File: src/rtl/core_defs_pkg.sv
// Shared definitions for the LUI/ANDI core: opcodes, sequencer states, ALU selects.
// No logic; constants and types only.
// Imported by the sequencer and its fetch timer.
package core_defs;

    localparam logic [6:0] OPC_LUI     = 7'b0110111;
    localparam logic [6:0] OPC_OP_IMM  = 7'b0010011;
    localparam logic [2:0] FUNCT3_ANDI = 3'b111;

    localparam logic ALU_PASS = 1'b0;
    localparam logic ALU_AND  = 1'b1;

    typedef enum logic [2:0] {
        S_IDLE      = 3'd0,
        S_FETCH     = 3'd1,
        S_DECODE    = 3'd2,
        S_EXECUTE   = 3'd3,
        S_WRITEBACK = 3'd4,
        S_HALT      = 3'd5
    } state_t;

endpackage

File: src/rtl/instr_seq_ctrl_fetch_timer.sv
// Fetch wait counter: counts FETCH cycles without imem_valid.
// expired is combinational from the count; it goes high once TIMEOUT-1 cycles have elapsed,
// so the TIMEOUT-th empty cycle is the one that halts. Clear has priority over enable.
module fetch_timer #(
    parameter int TIMEOUT = 16
) (
    input  logic clk,
    input  logic reset,
    input  logic clear,
    input  logic enable,
    output logic expired
);
    import core_defs::*;

    logic [7:0] cnt_q, cnt_d;

    // Next count: clear wins, otherwise increment while enabled.
    always_comb begin
        cnt_d = cnt_q;
        if (clear) begin
            cnt_d = 8'd0;
        end else if (enable) begin
            cnt_d = cnt_q + 8'd1;
        end
    end

    // Counter register.
    always_ff @(posedge clk or posedge reset) begin
        if (reset) begin
            cnt_q <= 8'd0;
        end else begin
            cnt_q <= cnt_d;
        end
    end

    assign expired = (cnt_q >= 8'(TIMEOUT - 1));

endmodule

File: src/rtl/instr_seq_ctrl.sv
// Multi-cycle sequencer: FETCH/DECODE/EXECUTE/WRITEBACK, owns instr, pc, instret and halt flags.
// 4 cycles per instruction with zero-wait memory; FETCH stalls until imem_valid or timeout.
// run=0 stops at the next instruction boundary; HALT is left only by reset.
module instr_seq_ctrl #(
    parameter logic [31:0] RESET_PC = 32'h0000_0000,
    parameter int          TIMEOUT  = 16
) (
    input  logic        clk,
    input  logic        reset,
    input  logic        run,
    output logic        imem_req,
    output logic [31:0] imem_addr,
    input  logic        imem_valid,
    input  logic [31:0] imem_rdata,
    output logic [31:0] instr,
    input  logic [6:0]  opcode,
    input  logic [4:0]  rd,
    output logic        alu_op,
    output logic        rf_we,
    output logic [31:0] pc,
    output logic [31:0] instret,
    output logic [2:0]  state,
    output logic        halted,
    output logic        illegal,
    output logic        timeout
);
    import core_defs::*;

    state_t      state_q, state_d;
    logic [31:0] pc_q, pc_d;
    logic [31:0] instr_q, instr_d;
    logic [31:0] instret_q, instret_d;
    logic [4:0]  rd_q, rd_d;
    logic        alu_op_q, alu_op_d;
    logic        halted_q, halted_d;
    logic        illegal_q, illegal_d;
    logic        timeout_q, timeout_d;
    logic        tmr_expired;
    logic        is_lui, is_andi;

    fetch_timer #(.TIMEOUT(TIMEOUT)) u_fetch_timer (
        .clk     (clk),
        .reset   (reset),
        .clear   ((state_q != S_FETCH) || imem_valid),
        .enable  (state_q == S_FETCH),
        .expired (tmr_expired)
    );

    assign is_lui  = (opcode == OPC_LUI);
    assign is_andi = (opcode == OPC_OP_IMM) && (instr_q[14:12] == FUNCT3_ANDI);

    // Next-state and datapath register updates; every register holds unless a state moves it.
    always_comb begin
        state_d   = state_q;
        pc_d      = pc_q;
        instr_d   = instr_q;
        instret_d = instret_q;
        rd_d      = rd_q;
        alu_op_d  = alu_op_q;
        halted_d  = halted_q;
        illegal_d = illegal_q;
        timeout_d = timeout_q;
        case (state_q)
            S_IDLE: begin
                if (run) state_d = S_FETCH;
            end
            S_FETCH: begin
                // A valid word in the expiry cycle still counts as a fetch.
                if (imem_valid) begin
                    instr_d = imem_rdata;
                    state_d = S_DECODE;
                end else if (tmr_expired) begin
                    timeout_d = 1'b1;
                    halted_d  = 1'b1;
                    state_d   = S_HALT;
                end
            end
            S_DECODE: begin
                // rd and the ALU select are captured here so WRITEBACK outputs depend on state only.
                if (is_lui || is_andi) begin
                    alu_op_d = is_andi ? ALU_AND : ALU_PASS;
                    rd_d     = rd;
                    state_d  = S_EXECUTE;
                end else begin
                    illegal_d = 1'b1;
                    halted_d  = 1'b1;
                    state_d   = S_HALT;
                end
            end
            S_EXECUTE: begin
                state_d = S_WRITEBACK;
            end
            S_WRITEBACK: begin
                pc_d      = pc_q + 32'd4;
                instret_d = instret_q + 32'd1;
                state_d   = run ? S_FETCH : S_IDLE;
            end
            S_HALT: begin
                state_d = S_HALT;
            end
            default: begin
                state_d = S_IDLE;
            end
        endcase
    end

    // Sequencer registers.
    always_ff @(posedge clk or posedge reset) begin
        if (reset) begin
            state_q   <= S_IDLE;
            pc_q      <= RESET_PC;
            instr_q   <= 32'd0;
            instret_q <= 32'd0;
            rd_q      <= 5'd0;
            alu_op_q  <= ALU_PASS;
            halted_q  <= 1'b0;
            illegal_q <= 1'b0;
            timeout_q <= 1'b0;
        end else begin
            state_q   <= state_d;
            pc_q      <= pc_d;
            instr_q   <= instr_d;
            instret_q <= instret_d;
            rd_q      <= rd_d;
            alu_op_q  <= alu_op_d;
            halted_q  <= halted_d;
            illegal_q <= illegal_d;
            timeout_q <= timeout_d;
        end
    end

    assign imem_req  = (state_q == S_FETCH);
    assign imem_addr = pc_q;
    assign instr     = instr_q;
    assign alu_op    = alu_op_q;
    assign rf_we     = (state_q == S_WRITEBACK) && (rd_q != 5'd0);
    assign pc        = pc_q;
    assign instret   = instret_q;
    assign state     = state_q;
    assign halted    = halted_q;
    assign illegal   = illegal_q;
    assign timeout   = timeout_q;

endmodule

File: config.mk
export PLATFORM = sky130hd
export DESIGN_NAME = instr_seq_ctrl
export DESIGN_NICKNAME = d
export VERILOG_FILES = /design/src/rtl/core_defs_pkg.sv /design/src/rtl/instr_seq_ctrl_fetch_timer.sv /design/src/rtl/instr_seq_ctrl.sv
export SDC_FILE = /design/constraint.sdc
export NUM_CORES = 1
export LEC_CHECK = 0
export BUFFER_PORTS_ARGS = -buffer_cell sky130_fd_sc_hd__buf_2
export CORE_MARGIN = 1.5
export CORE_UTILIZATION = 54
export CTS_BUF_LIST = sky130_fd_sc_hd__clkbuf_16
export CTS_CLUSTER_SIZE = 8
export DETAILED_ROUTE_END_ITERATION = 12
export GPL_TIMING_DRIVEN = 1
export PLACE_DENSITY = 0.86
export SETUP_SLACK_MARGIN = 0.02
export SYNTH_ARGS = -nofsm -noshare
export SYNTH_HDL_FRONTEND = slang
export SYNTH_SLANG_ARGS = --single-unit
File: constraint.sdc
create_clock -name clk -period 5.45 [get_ports clk]
set_input_delay 0.2725 -clock clk [delete_from_list [all_inputs] [get_ports clk]]
set_output_delay 0.2725 -clock clk [all_outputs]
set_load 0.02 [all_outputs]
==> qor.csv, run 1 <==
stage,metric,value,unit
timing,final.setup.tns,0,ns
clocking,cts-root-to-sink-buffers,2,
power,switching_share,33.7,%
clocking,clock-sinks,114,
synthesis,synth_seq_area_share,55.1,%
clocking,cts_inserted_buffers,17,
worst_setup_path,worst_path_max_fanout,16,
die,dieWidth,101,microns
drt,detail_route.drc_violations,0,
power,p_leak,3.44,nW
drt,route.detailed.wl_per_inst,14.8,microns
timing,fin_crit,2.23,ns
synthesis,synth.ff_latch_count,114,
timing,maxSlewHeadroom,36.8,%
timing,timing_max_transition_violations_final,0,
grt,grt_start_max_net_pins,77,
synthesis,synth-async-reset-ratio,100,%
synthesis,syn-cell-area,5170,sq um
layout,core_occupancy_in_the_finished_layout,70.2,%
layout,drive_gt1_share,46.1,%
run,cap_viol_max_count,0,
synthesis,syn-mean-instance-area,12.4,sq um
grt,first_global_vias,3726,
synthesis,yosys.cell_types.count,48,
die,boundaryPins,185,
timing,layout_worst_path_cycle_share,40.9,%
layout,insertedDiodeCount,0,
die,die_height,101,microns
clocking,post-cts-setup-buffer-count,0,
grt,global_route_usage_over_all_layers,22.1,%
drt,num_vias,3696,
clocking,clock_tree_from_tritoncts,built,
clocking,clock_tree_root,sky130_fd_sc_hd__clkbuf_16,
power,power.share.sequential,38.7,%
synthesis,synth-warning-count,0,
power,internal-power,1.98,mW
clocking,clkTransAtPathRegs,0.06,ns
worst_hold_path,worst_hold_path_type,primary input to flop,
clocking,worstSkewPairLatency,0.41,ns
die,fp.dieArea,10200,sq um
timing,timing.final.hold_violations,0,
worst_setup_path,path_type_of_the_worst_setup_path,flop to flop,
worst_setup_path,critPathCaptureType,flop,
power,power.density_cell_area,457,nW/um^2
drt,detailedRoute.firstIterationViolations,93,
timing,transition_time_at_the_pin_with_the_least_slew_margin,0.948,ns
power,share_of_power_burned_in_the_clock_network,34.7,%
timing,max_clock_freq,0.448,GHz
worst_setup_path,critical_path.startpoint_type,flop,
drt,drt_pass1_iterations,4,
synthesis,syn-instance-count,417,
power,power_frac_comb,26.7,%
drt,vias_per_cell,5.11,
drt,detail_route.wirelength,10700,microns
synthesis,synth_top_flop_cell,sky130_fd_sc_hd__dfrtp_1,
die,design.core.area,9280,sq um
grt,grt_antenna_before_repair,0,
layout,filler_cells_inserted,691,
clocking,cts_hold_buffers_added,1,
synthesis,synth_edf_count,0,
worst_setup_path,worst-endpoint-arrival,2.52,ns
timing,grt_setup_unrepaired,false,
placed_design,gp_congestion,0.845,
layout,final_net_count,632,
placed_design,io_buffer_count,180,
grt,grt-ovfl-total,0,
power,power.switching,1.00,mW
timing,finalSetupViolations,0,
drt,antenna_violation_net_count_after_detailed_routing,0,
grt,grt_pass1_wl,17500,microns
worst_setup_path,timing.critical_path.required,5.74,ns
power,peak_supply_drop,0.335,mV
timing,final.setup_skew,0.00960,ns
clocking,htree_levels,4,
run_status,status,"complete, no violations",
die,core.rowCount,35,
clocking,postCtsResizedCells,0,
placed_design,post-dp-hpwl,7500,microns
layout,layout-area-overhead-vs-synth,26.0,%
die,floorplan.initialDensity,55.7,%
[placed cells by master, fill, tap and decap left out, types with 3 or more instances in the layout]
master	count
sky130_fd_sc_hd__and3_1	13
sky130_fd_sc_hd__nand3_1	22
sky130_fd_sc_hd__xnor2_1	40
sky130_fd_sc_hd__nand2_1	29
sky130_fd_sc_hd__nor3_2	3
sky130_fd_sc_hd__or2_2	3
sky130_fd_sc_hd__nor2_1	26
sky130_fd_sc_hd__conb_1	4
sky130_fd_sc_hd__nor3_1	3
sky130_fd_sc_hd__nand4_1	7
sky130_fd_sc_hd__ha_1	3
sky130_fd_sc_hd__and2_1	5
sky130_fd_sc_hd__mux2_4	5
sky130_fd_sc_hd__clkbuf_16	17
sky130_fd_sc_hd__buf_2	180
sky130_fd_sc_hd__clkinv_4	4
sky130_fd_sc_hd__and4_1	7
sky130_fd_sc_hd__mux2_2	34
sky130_fd_sc_hd__dfrtp_1	114
sky130_fd_sc_hd__inv_6	4
sky130_fd_sc_hd__xor2_1	26
[sequential cells by signal (all words and copies together), names as in the netlist]
signal / count
state: 3
u_fetch_timer.cnt_q: 8
imem_addr: 30
halted: 1
instr: 32
illegal: 1
rd_q: 5
alu_op: 1
instret: 32
timeout: 1
[through the flow]
step           total power, mW  hold WS (ns)  area, sq um  worst slack, ns  std cells
5_1_grt                   3.12        0.0804         6520             3.02        723
3_3_place_gp              1.93         0.318         5950             3.34        690
2_1_floorplan             1.71         0.357         5180             2.16        420
3_5_place_dp              1.96         0.324         5950             3.26        690
4_1_cts                   3.00        0.0667         6520             3.22        723
6_report                  2.98        0.0754         6520             3.22        723
[cell families (layout without fill, tap and decap cells)]
logic type,Yosys count,count (layout),share of synthesized area (%)
buffers and inverters,44,218,6.26
muxes,39,39,8.85
AOI/OAI and AO/OA,8,8,1.11
xor gates and xnor gates,66,66,11.2
DFF,114,114,55.1
other,1,4,0.0725
adders and majority gates,3,3,0.726
and+or+nand+nor,142,142,16.7
[cell type report]
class | instances | area, sq um | share of cell area (%)
timing repair buffer | 183 | 926 | 14.2
inverter | 3 | 13.8 | 0.211
sequential | 114 | 2850 | 43.8
multi-input combinational | 262 | 2010 | 30.8
clock inverter | 15 | 133 | 2.03
tap | 129 | 161 | 2.48
clock buffer | 17 | 425 | 6.52
[layer usage]
metal	up-vias	share of wire (%)	GRT usage [%]
li1	1723	-	-
met1	1812	41	26.7
met2	151	51	37.9
met3	10	6.6	6.73
met4	0	0.82	7.04
met5	-	0	0
[worst paths after layout]
kind | start | endpoint | slack (ns) | depth (start not counted)
worst max-delay path | state[2]$_DFFE_PP0P_ | instret[16]$_DFFE_PP0P_ | 3.22 | 5
min in group asynchronous | reset | instr[26]$_DFFE_PP0P_ | 0.47 | 3
worst max register to register | state[2]$_DFFE_PP0P_ | instret[16]$_DFFE_PP0P_ | 3.22 | 5
max in group asynchronous | reset | imem_addr[2]$_DFFE_PP0P_ | 3.65 | 4
worst min-delay path | opcode[2] | alu_op$_DFFE_PP0P_ | 0.08 | 2
worst min register to register | u_fetch_timer.cnt_q[0]$_DFFE_PP0P_ | u_fetch_timer.cnt_q[0]$_DFFE_PP0P_ | 0.46 | 1
[power groups by stage]
stage,logic (mW),registers (mW),clock network [mW]
after floorplan,0.364,1.35,0
after global placement,0.780,1.15,0
after detailed placement,0.801,1.16,0
after CTS,0.803,1.15,1.05
after global routing,0.851,1.18,1.09
final,0.795,1.15,1.03
[cell usage after synthesis (2+ instances only)]
| cell | number | area, sq um |
|---|---|---|
| sky130_fd_sc_hd__ha_1 | 3 | 37.5 |
| sky130_fd_sc_hd__nand3_1 | 22 | 110 |
| sky130_fd_sc_hd__or2_2 | 3 | 18.8 |
| sky130_fd_sc_hd__and4_1 | 7 | 61.3 |
| sky130_fd_sc_hd__nand2b_1 | 2 | 12.5 |
| sky130_fd_sc_hd__buf_4 | 37 | 278 |
| sky130_fd_sc_hd__nand3_2 | 2 | 20.0 |
| sky130_fd_sc_hd__nand4_1 | 7 | 43.8 |
| sky130_fd_sc_hd__inv_1 | 3 | 11.3 |
| sky130_fd_sc_hd__xor2_1 | 26 | 228 |
| sky130_fd_sc_hd__mux2_4 | 5 | 75.1 |
| sky130_fd_sc_hd__o21ai_0 | 2 | 10.0 |
| sky130_fd_sc_hd__a211oi_1 | 2 | 15.0 |
| sky130_fd_sc_hd__or4_1 | 2 | 15.0 |
| sky130_fd_sc_hd__nand2_1 | 29 | 109 |
| sky130_fd_sc_hd__mux2_2 | 34 | 383 |
| sky130_fd_sc_hd__and2_1 | 5 | 31.3 |
| sky130_fd_sc_hd__nand4b_1 | 2 | 17.5 |
| sky130_fd_sc_hd__nor3_1 | 3 | 15.0 |
| sky130_fd_sc_hd__and3_1 | 13 | 81.3 |
| sky130_fd_sc_hd__nor2_1 | 26 | 97.6 |
| sky130_fd_sc_hd__nor3_2 | 3 | 30.0 |
| sky130_fd_sc_hd__xnor2_1 | 40 | 350 |
| sky130_fd_sc_hd__nor4_4 | 2 | 42.5 |
| sky130_fd_sc_hd__dfrtp_1 | 114 | 2850 |
[worst max-delay path: stages (launching register included)]
cell	delay (ns)
sky130_fd_sc_hd__dfrtp_1	0.48
sky130_fd_sc_hd__nor3b_4	0.68
sky130_fd_sc_hd__nand4_1	0.42
sky130_fd_sc_hd__nor2_2	0.28
sky130_fd_sc_hd__nand3_1	0.12
sky130_fd_sc_hd__xnor2_1	0.13
Note: power is estimated with default switching activity, not from simulation.
==> run 2, diff against run 1 <==
- CORE_UTILIZATION: 54 -> 45
- PLACE_DENSITY: 0.86 -> 0.76
- clock period: 5.45 -> 1.9 ns (I/O delays scaled with it)
==> run 2 against run 1 <==
Compared with the run above: routed wire length grew 11%; worst setup slack worse by 3.1 ns; final area rose by 8.8%; via count up 4.9%; clock power grew to 2.7 times the previous value; power increased to 2.9 times the previous value; combinational power rose to 3.3 times the previous value; maximum frequency grew 24%; critical endpoint is now rd_q[0]$_DFFE_PP0P_; largest power group unchanged.
==> qor.csv, run 2 (same netlist as run 1, synthesis figures left out) <==
stage,metric,value,unit
placed_design,io_buffer_count,180,
drt,detail_route.wirelength,11900,microns
clocking,clock_tree_root,sky130_fd_sc_hd__clkbuf_16,
drt,route.detailed.wl_per_inst,15.0,microns
layout,layout-area-overhead-vs-synth,37.2,%
power,power.density_cell_area,1220,nW/um^2
grt,global_route_usage_over_all_layers,20.1,%
timing,worst_slack,0.0955,ns
timing,timing.final.hold_violations,0,
layout,insertedDiodeCount,0,
timing,layout_worst_path_cycle_share,95.0,%
timing,final.setup_skew,0.00692,ns
layout,filler_cells_inserted,847,
drt,antenna_violation_net_count_after_detailed_routing,0,
layout,final_net_count,689,
timing,grt_setup_unrepaired,true,
worst_setup_path,path_cells,buf_4 > or3b_4 > nor3_4 > and2_4 > mux2_4,
grt,grt_start_max_net_pins,60,
power,p_leak,3.70,nW
drt,detailedRoute.firstIterationViolations,190,
layout,mostFrequentLayoutCell,sky130_fd_sc_hd__buf_2,
power,report.power.total,8.68,mW
run,cap_viol_max_count,0,
die,floorplan.initialDensity,46.9,%
timing,finalSetupViolations,0,
die,core.rowCount,38,
clocking,cts_inserted_buffers,17,
layout,mostFrequentLayoutCells,"sky130_fd_sc_hd__buf_2, sky130_fd_sc_hd__dfrtp_1, sky130_fd_sc_hd__dlygate4sd3_1, sky130_fd_sc_hd__xnor2_1, sky130_fd_sc_hd__mux2_2",
clocking,clock_tree_from_tritoncts,built,
drt,vias_per_cell,4.91,
drt,detail_route.drc_violations,0,
worst_setup_path,worst_path_max_fanout,6,
grt,grt_pass1_wl,18500,microns
drt,num_vias,3876,
die,fp.dieArea,12100,sq um
timing,timing_max_transition_violations_final,0,
clocking,htree_levels,4,
worst_setup_path,path_type_of_the_worst_setup_path,flop to flop,
placed_design,place_worst_setup_slack,0.0940,ns
clocking,clock-sinks,114,
worst_setup_path,critPathCaptureType,flop,
worst_setup_path,worst-path-buf-inv,1,
grt,grt_antenna_before_repair,0,
worst_hold_path,worst_hold_path_type,primary input to flop,
grt,grt-ovfl-total,0,
layout,core_occupancy_in_the_finished_layout,64.3,%
worst_setup_path,timing.critical_path.required,2.19,ns
timing,fin_crit,1.80,ns
placed_design,post-dp-hpwl,7790,microns
worst_setup_path,critical_path.startpoint_type,flop,
die,boundaryPins,185,
worst_setup_path,critPathMaxStageDelay,0.43,ns
run_status,status,"complete, no violations",
placed_design,gp_congestion,0.765,
worst_setup_path,critical_path.slowest_cell,sky130_fd_sc_hd__or3b_4,
worst_setup_path,critical-path-top-delay-family,simple AND/OR/NAND/NOR gates,
timing,max_clock_freq,0.554,GHz
clocking,cts-root-to-sink-buffers,2,
die,dieWidth,110,microns
timing,final.setup.tns,0,ns
layout,drive_gt1_share,44.9,%
clocking,worstSkewPairLatency,0.41,ns
clocking,clkTransAtPathRegs,0.05,ns
die,die_height,110,microns
power,peak_supply_drop,0.781,mV
drt,drt_pass1_iterations,4,
die,design.core.area,11000,sq um
grt,first_global_vias,3906,
worst_setup_path,worst-endpoint-arrival,2.10,ns
-- run 2: where the power goes --
group / internal, mW / switching, mW / leakage (nW)
sequential: 2.93 / 0.349 / 1.49
clock: 1.73 / 1.03 / 0.268
combinational: 1.17 / 1.47 / 1.95
-- run 2: tightest hold or removal path: stages --
cell and delay [ns]:
sky130_fd_sc_hd__buf_2 0.13, sky130_fd_sc_hd__nor4_1 0.07, sky130_fd_sc_hd__a2bb2oi_1 0.13
-- run 2: cell type report --
class                      instances  area [sq um]  share of cell area, %
clock buffer                      17           425                   5.99
tap                              140           175                   2.47
clock inverter                    14          83.8                   1.18
timing repair buffer             240          1490                   21.0
multi-input combinational        262          2050                   28.9
inverter                           3          15.0                  0.212
sequential                       114          2860                   40.3
-- run 2: layer usage --
layer  global-route usage [%]  vias to the layer above  wire length, microns
met4                     9.71                        0                   314
met1                     25.0                     1850                  5030
met5                        0                        -                     0
met3                     5.58                       27                   722
li1                         -                     1837                     -
met2                     32.5                      162                  5820
-- run 2: final timing paths --
| path | startpoint | endpoint | slack (ns) | depth (start not counted) |
|---|---|---|---|---|
| max | state[2]$_DFFE_PP0P_ | rd_q[0]$_DFFE_PP0P_ | 0.1 | 5 |
| min | opcode[3] | alu_op$_DFFE_PP0P_ | 0.06 | 3 |
| max reg2reg | state[2]$_DFFE_PP0P_ | rd_q[0]$_DFFE_PP0P_ | 0.1 | 5 |
| min reg2reg | u_fetch_timer.cnt_q[0]$_DFFE_PP0P_ | u_fetch_timer.cnt_q[0]$_DFFE_PP0P_ | 0.46 | 1 |
| max in group asynchronous | reset | instret[14]$_DFFE_PP0P_ | 1.08 | 4 |
| min in group asynchronous | reset | instr[21]$_DFFE_PP0P_ | 0.22 | 3 |
-- run 2: timing repair --
| item | in CTS | in global routing |
|---|---|---|
| hold buffers | 41 | 0 |
| buffers inserted | 0 | 11 |
| hold endpoints to repair | 49 | 0 |
| resized for setup | 0 | 12 |
| setup endpoints to repair | 0 | 18 |
-- run 2: metrics by stage --
stage          hold slack [ns]  instance area [sq um]  cells
3_3_place_gp            0.0775                   6060    707
4_1_cts               0.000799                   6980    779
3_5_place_dp            0.0823                   6060    707
5_1_grt                 0.0514                   7100    790
6_report                0.0579                   7100    790
2_1_floorplan            0.180                   5200    420
==> run 3, diff against run 2 <==
- MAX_ROUTING_LAYER: default -> met4
==> run 3 against run 2 <==
Compared with the run above: final area stayed put; register-to-register slack worse by 0.02 ns; cell count stayed put; critical path type unchanged; highest routed layer unchanged.
==> qor.csv, run 3 (same netlist as run 1, synthesis figures left out) <==
stage,metric,value,unit
timing,final.setup_skew,0.00621,ns
clocking,htree_levels,4,
layout,drive_gt1_share,44.9,%
power,power.density_cell_area,1220,nW/um^2
layout,stdcell_count,790,
layout,core_occupancy_in_the_finished_layout,64.3,%
worst_setup_path,critPathCaptureType,flop,
run_status,status,"complete, no violations",
grt,first_global_vias,3910,
die,floorplan.initialDensity,46.9,%
drt,antenna_violation_net_count_after_detailed_routing,0,
worst_setup_path,critical_path.startpoint_type,flop,
die,boundaryPins,185,
power,power_frac_comb,30.5,%
die,core.rowCount,38,
worst_setup_path,timing.critical_path.required,2.19,ns
grt,grt-ovfl-total,0,
drt,drt_pass1_iterations,4,
worst_setup_path,path_type_of_the_worst_setup_path,flop to flop,
die,fp.dieArea,12100,sq um
drt,vias_per_cell,4.92,
timing,timing_max_transition_violations_final,0,
placed_design,gp_congestion,0.776,
clocking,worstSkewPairLatency,0.41,ns
power,power.switching,2.86,mW
timing,fin_crit,1.82,ns
power,peak_supply_drop,0.783,mV
power,share_of_power_burned_in_the_clock_network,31.8,%
timing,final.setup.tns,0,ns
timing,layout_worst_path_cycle_share,95.9,%
clocking,clock-sinks,114,
grt,grt_pass1_wl,18500,microns
drt,num_vias,3883,
power,power.share.sequential,37.7,%
placed_design,post-dp-hpwl,7790,microns
power,internal-power,5.83,mW
layout,mostFrequentLayoutCell,sky130_fd_sc_hd__buf_2,
layout,mostFrequentLayoutCells,"sky130_fd_sc_hd__buf_2, sky130_fd_sc_hd__dfrtp_1, sky130_fd_sc_hd__dlygate4sd3_1, sky130_fd_sc_hd__xnor2_1, sky130_fd_sc_hd__mux2_2",
clocking,clock_tree_from_tritoncts,built,
worst_setup_path,worst-endpoint-arrival,2.11,ns
placed_design,io_buffer_count,180,
drt,detail_route.wirelength,11900,microns
timing,max_clock_freq,0.549,GHz
run,cap_viol_max_count,0,
grt,grt_antenna_before_repair,0,
timing,finalSetupViolations,0,
drt,route.detailed.wl_per_inst,15.1,microns
clocking,clkTransAtPathRegs,0.05,ns
drt,detailedRoute.firstIterationViolations,166,
worst_setup_path,worst_path_max_fanout,6,
die,die_height,110,microns
layout,layout-area-overhead-vs-synth,37.2,%
worst_hold_path,timing.hold.worst.start,opcode[3],
timing,fin_worst_hold_slack,0.0577,ns
grt,global_route_usage_over_all_layers,20.7,%
power,switching_share,32.9,%
worst_setup_path,startpoint,state[2]$_DFFE_PP0P_,
grt,grt_start_max_net_pins,60,
timing,grt_setup_unrepaired,true,
clocking,clock_tree_root,sky130_fd_sc_hd__clkbuf_16,
worst_setup_path,rr_startpoint,state[2]$_DFFE_PP0P_,
worst_hold_path,worst_hold_path_type,primary input to flop,
timing,timing.final.hold_violations,0,
drt,detail_route.drc_violations,0,
die,design.core.area,11000,sq um
power,report.power.total,8.68,mW
die,dieWidth,110,microns
clocking,cts-root-to-sink-buffers,2,
layout,final_net_count,689,
clocking,cts_inserted_buffers,17,
placed_design,placed_cells,707,
power,p_leak,3.70,nW
layout,insertedDiodeCount,0,
==> run 3: cell counts in the layout (fill, tap and decap cells not counted) <==
No cell type changed its count.
==> run 3: worst max-delay path: stages, from the launching register on <==
cell and delay (ns):
sky130_fd_sc_hd__dfrtp_2 0.41, sky130_fd_sc_hd__buf_4 0.17, sky130_fd_sc_hd__or3b_4 0.43, sky130_fd_sc_hd__nor3_4 0.16, sky130_fd_sc_hd__and2_4 0.23, sky130_fd_sc_hd__mux2_4 0.31
==> run 3: repair_timing <==
action / CTS / global route
setup endpoints to repair: 0 / 18
endpoints found under the hold margin: 49 / 0
setup buffers: 0 / 11
resized for setup: 0 / 12
hold buffers: 41 / 0
==> run 3: final timing paths <==
kind | endpoint | slack (ns) | depth (start not counted)
worst max-delay path | rd_q[0]$_DFFE_PP0P_ | 0.08 | 5
worst min-delay path | alu_op$_DFFE_PP0P_ | 0.06 | 3
worst max register to register | rd_q[0]$_DFFE_PP0P_ | 0.08 | 5
worst min register to register | u_fetch_timer.cnt_q[0]$_DFFE_PP0P_ | 0.46 | 1
max in group asynchronous | instret[14]$_DFFE_PP0P_ | 1.08 | 4
min in group asynchronous | instr[21]$_DFFE_PP0P_ | 0.22 | 3
==> run 3: power groups by stage <==
stage	Sequential [mW]	Combinational, mW	Clock [mW]
floorplan	3.88	1.06	0
global placement	3.28	2.38	0
detailed placement	3.32	2.44	0
CTS	3.29	2.51	2.82
global route	3.34	2.85	2.92
finish	3.28	2.65	2.76
==> run 3: metal layers <==
metal / track usage, % / up-vias / part of all wire (%)
li1: - / 1838 / -
met1: 25.1 / 1852 / 42
met2: 32.5 / 167 / 49
met3: 5.76 / 26 / 6.4
met4: 9.43 / 0 / 2.5
met5: - / - / 0
==> run 3: cell type report <==
cell class	count	area (sq um)
Timing Repair Buffer	240	1490
Clock inverter	14	83.8
Inverter	3	15.0
Tap cell	140	175
Sequential cell	114	2860
Clock buffer	17	425
Multi-Input combinational cell	262	2050
Fill cell	847	3930
==> run 3: per-stage QoR <==
step / cell area [sq um] / worst slack, ns
final: 7100 / 0.0779
after global routing: 7100 / -0.0460
after CTS: 6980 / 0.0719
after detailed placement: 6060 / 0.0940
after global placement: 6060 / 0.183
after floorplan: 5200 / 0.0446
